File: config.mk
export PLATFORM = sky130hd
export DESIGN_NAME = counter_modulo
export DESIGN_NICKNAME = d
export VERILOG_FILES = /design/src/rtl/counter_mod_pkg.sv /design/src/rtl/tick_gen.sv /design/src/rtl/counter_modulo.sv
export SDC_FILE = /design/constraint.sdc
export NUM_CORES = 1
export LEC_CHECK = 0
export ABC_AREA = 0
export ABC_CLOCK_PERIOD_IN_PS = 2550
export CAP_MARGIN = 0
export CORE_AREA = 2 2 39 41
export DETAILED_ROUTE_END_ITERATION = 10
export DIE_AREA = 0 0 41 43
export PLACE_DENSITY = 0.4
export SLEW_MARGIN = 15
export SYNTH_ARGS = -nofsm -noshare
export SYNTH_HDL_FRONTEND = slang
export SYNTH_SLANG_ARGS = --single-unit
File: constraint.sdc
create_clock -name clk -period 2.55 [get_ports clk]
set_input_delay 0.51 -clock clk [delete_from_list [all_inputs] [get_ports clk]]
set_output_delay 0.51 -clock clk [all_outputs]
set_load 0.005 [all_outputs]
File: src/rtl/counter_mod_pkg.sv
// Shared constants and types for the modulo counter slice.
// Provides the default width/modulus/prescale values, the default count
// type, and a helper that sizes the prescaler register.
package counter_mod_pkg;

  localparam int CM_WIDTH = 4;
  localparam int CM_MOD   = 10;
  localparam int CM_DIV   = 2;

  typedef logic [CM_WIDTH-1:0] cm_count_t;

  // A divide-by-one prescaler still needs a one-bit register, because a
  // zero-width vector is not a legal declaration.
  function automatic int cm_prescale_width(input int div);
    return (div > 1) ? $clog2(div) : 1;
  endfunction

endpackage

File: src/rtl/tick_gen.sv
// Clock-enable prescaler: produces a one-clock tick every DIV clocks.
// Ports:
//   clk  - single clock, all state updates on the rising edge
//   rst  - synchronous active-low reset
//   tick - high during the last clock of each DIV-clock period
module tick_gen
  import counter_mod_pkg::*;
#(
  parameter int DIV = CM_DIV
) (
  input  logic clk,
  input  logic rst,
  output logic tick
);

  localparam int          PW    = cm_prescale_width(DIV);
  localparam logic [PW-1:0] P_LAST = PW'(DIV - 1);

  logic [PW-1:0] p_q;
  logic [PW-1:0] p_d;

  // The tick is taken straight from the phase register, so it is high for
  // the whole clock in which the phase sits at its final value.
  assign tick = (p_q == P_LAST);

  // Phase advance: wrap back to zero on the tick clock. With DIV==1 the
  // phase is pinned at zero and the tick never drops.
  always_comb begin
    p_d = p_q + PW'(1);
    if (tick) begin
      p_d = '0;
    end
  end

  always_ff @(posedge clk) begin
    if (!rst) begin
      p_q <= '0;
    end else begin
      p_q <= p_d;
    end
  end

endmodule

File: src/rtl/counter_modulo.sv
// Free-running modulo-MOD up-counter gated by a built-in prescaler.
// The count advances once every DIV clocks, wraps from MOD-1 to 0, and is
// used as the step/iteration sequencer for the CORDIC datapath.
// Ports:
//   clk - single clock, all state updates on the rising edge
//   rst - synchronous active-low reset
//   out - current count value (WIDTH bits), driven directly from q
module counter_modulo
  import counter_mod_pkg::*;
#(
  parameter int WIDTH = CM_WIDTH,
  parameter int MOD   = CM_MOD,
  parameter int DIV   = CM_DIV
) (
  input  logic             clk,
  input  logic             rst,
  output logic [WIDTH-1:0] out
);

  // Parameter sanity: a modulus that cannot be represented, a modulus below
  // two, or a zero prescale ratio stops elaboration.
  if (MOD < 2) begin : g_bad_mod_low
    $error("counter_modulo: MOD must be at least 2");
  end
  if (MOD > (2 ** WIDTH)) begin : g_bad_mod_high
    $error("counter_modulo: MOD does not fit in WIDTH bits");
  end
  if (DIV < 1) begin : g_bad_div
    $error("counter_modulo: DIV must be at least 1");
  end

  localparam logic [WIDTH-1:0] Q_LAST = WIDTH'(MOD - 1);

  logic             del;
  logic [WIDTH-1:0] q;
  logic [WIDTH-1:0] q_d;

  tick_gen #(
    .DIV (DIV)
  ) u_tick_gen (
    .clk  (clk),
    .rst  (rst),
    .tick (del)
  );

  // Compare against the last legal value before incrementing, so the wrap
  // never depends on arithmetic overflow; a full-range modulus still lands
  // on zero because the compare fires at the all-ones value.
  always_comb begin
    q_d = q;
    if (del) begin
      q_d = (q == Q_LAST) ? '0 : q + WIDTH'(1);
    end
  end

  always_ff @(posedge clk) begin
    if (!rst) begin
      q <= '0;
    end else begin
      q <= q_d;
    end
  end

  assign out = q;

endmodule

==> reports/results.txt <==
drt pass-1 iters = 2
post-synth top area share = 47.6%
overall routing resource usage = 6.93%
WP data arrival = 1190 ps
GR Overflow Total = 0
post-CTS sizing = 0
Clock Pin Slew Worst Setup and Hold Paths = 50 ps
n_diodes = 0
core area = 0.00138 sq mm
vias per cell = 3.85
Clock Power Share = 47.4%
Syn. warnings = 0
Routed Antenna Nets = 0
critical path required time = 2040 ps
Post-synth EDFFs = 0
share of layout cells above drive strength 1 = 23.3%
count leader, synth = dfxtp_1
crit path cell chain = clkdlybuf4s50_1
TritonCTS clock tree = done
initial core utilization = 15.2%
cell internal pwr = 0.152 mW
first-pass GRT wire length = 738 microns
Mapped Cells = 21
Chip Height = 43 microns
Die Width = 41 microns
PwrDens = 643 mW/mm^2
Worst Hold Class = reg -> reg
Post-CTS Setup Repair Bufs = 0
synthesized cell area = 210 sq um
full die area = 0.00176 sq mm
setup TNS = 0 ps
crit path capture type = primary output
number of synthesized register bits = 5
Net Sw Power = 0.0447 mW
clock skew = 4.76 ps
CP top delay family = buffers and inverters
Synth area leader = dfxtp_1
Peak VDD IR = 0.177 mV
initial antenna violation count = 0
syn_area_per_cell = 10.0 sq um
RSZ-0062 raised after global routing = no
WL per Instance = 8.76 microns
Slew Limit Fails = 0
largest net degree at the start of global routing = 7
Site Rows = 14
fin crit period = 1700 ps
Mapped Nets = 23
vias in the first global route = 185
H-tree depth = 1
slowest CP cell = clkdlybuf4s50_1
clock latency on the worst-skew pair = 250 ps
nets = 33
Root Driver = clkbuf_4
Synth top cells by count = 5 x dfxtp_1, 4 x nand2_1, 2 x and2_1
Max-Cap Viols = 0
Post-synth ARST share = 0%
outcome = completed
synth top area cells = dfxtp_1 48%, nand2_1 7.1%, and2_1 6.0%, a21boi_2 5.4%, mux2_2 5.4%
Flop pwr share = 44.5%
Max Freq = 589 MHz
Worst-Margin Slew = 189 ps
switching part of the total = 22.7%
Critical Path Fanout Max = 6
leakage = 0.105 nW
max_slew headroom = 87.4%
total routed wirelength = 403 microns
register area share after synthesis = 47.6%
CTS Buffer Depth = 2
I/O pins = 6
Layout area overhead = 45.8%
total CTS buffers = 3
overall power = 0.197 mW
final hold violations = 0
routability cong. = 0.567
number of DRC violations after detailed-routing iteration 0 = 1
Critical Path Source Type = flop
dominant synthesized flop cell = dfxtp_1
CTS Hold Bufs = 0
clock sink count = 5
DRC viols = 0
logic gate share of total power = 8.2%
Final period util = 66.6%
DR vias = 177
buffers added on ports = 5
Worst path max stage delay = 530 ps
Worst Path Buf+Inv = 1
setup violators final = 0
Crit Path Class = reg -> out
Synth cell types = 13
power by group through the flow:
stage,combinational (mW),sequential [mW],clock (mW)
after detailed placement,0.0162,0.0892,0
after global placement,0.0160,0.0888,0
final,0.0161,0.0877,0.0934
after floorplan,0.00734,0.0885,0
after global routing,0.0181,0.0882,0.0999
after CTS,0.0163,0.0879,0.0963
metrics by stage:
| stage | area, sq um | hold slack (ps) | instances | setup slack, ps | utilization [%] |
|---|---|---|---|---|---|
| finish | 307 | 525 | 46 | 851 | 22.2 |
| CTS | 307 | 531 | 46 | 829 | 22.2 |
| detailed placement | 280 | 517 | 42 | 1100 | 20.3 |
| global placement | 280 | 504 | 42 | 1120 | 20.3 |
| global route | 307 | 574 | 46 | 783 | 22.2 |
| floorplan | 210 | 492 | 21 | 1630 | - |
flip-flops by register name (all words and copies together), names as in the netlist:
name             count
out                  4
u_tick_gen.tick      1
cells by family (layout without fill, tap and decap cells):
| family | count (synthesis) | count (layout) | synth area share, % |
|---|---|---|---|
| flip-flops | 5 | 5 | 47.6 |
| AND/OR/NAND/NOR | 8 | 8 | 22.0 |
| buffers and inverters | 1 | 10 | 1.78 |
| multiplexers | 1 | 1 | 5.36 |
| AO/OA/AOI/OAI | 4 | 4 | 14.9 |
| XOR/XNOR | 2 | 2 | 8.33 |
path summary, 6_finish.rpt:
path,depth (start not counted),to,slack [ps],from
max reg2reg,3,out[3]$_SDFFE_PN0P_,1550,out[1]$_SDFFE_PN0P_
max,1,out[1],850,out[1]$_SDFFE_PN0P_
min reg2reg,2,out[3]$_SDFFE_PN0P_,530,out[3]$_SDFFE_PN0P_
min,2,out[3]$_SDFFE_PN0P_,530,out[3]$_SDFFE_PN0P_
routing by layer:
metal,global-route usage [%],share of wire (%),wire length (microns),up-vias
met1,7.07,43,172,78
met3,3.14,9.7,39,2
met5,0,0,0,-
li1,-,-,-,88
met2,8.13,43,175,9
met4,10.0,4.0,16,0
placed cells by master (no fill, tap or decap), drive strengths merged:
cell,instances
o22ai,1
clkdlybuf4s50,5
a21boi,1
and2,2
xnor2,1
a211o,1
a21oi,1
nand3,1
inv,1
dfxtp,5
nand2,4
and2b,1
mux2,1
xor2,1
clkbuf,4
cell type report:
type / instances / area, sq um
Timing Repair Buffer: 5 / 50.0
Multi-Input combinational cell: 15 / 106
Fill cell: 158 / 1080
Inverter: 1 / 3.75
Clock buffer: 4 / 26.3
Sequential cell: 5 / 100
Tap cell: 16 / 20.0
Note: power is estimated with default switching activity, not from simulation.
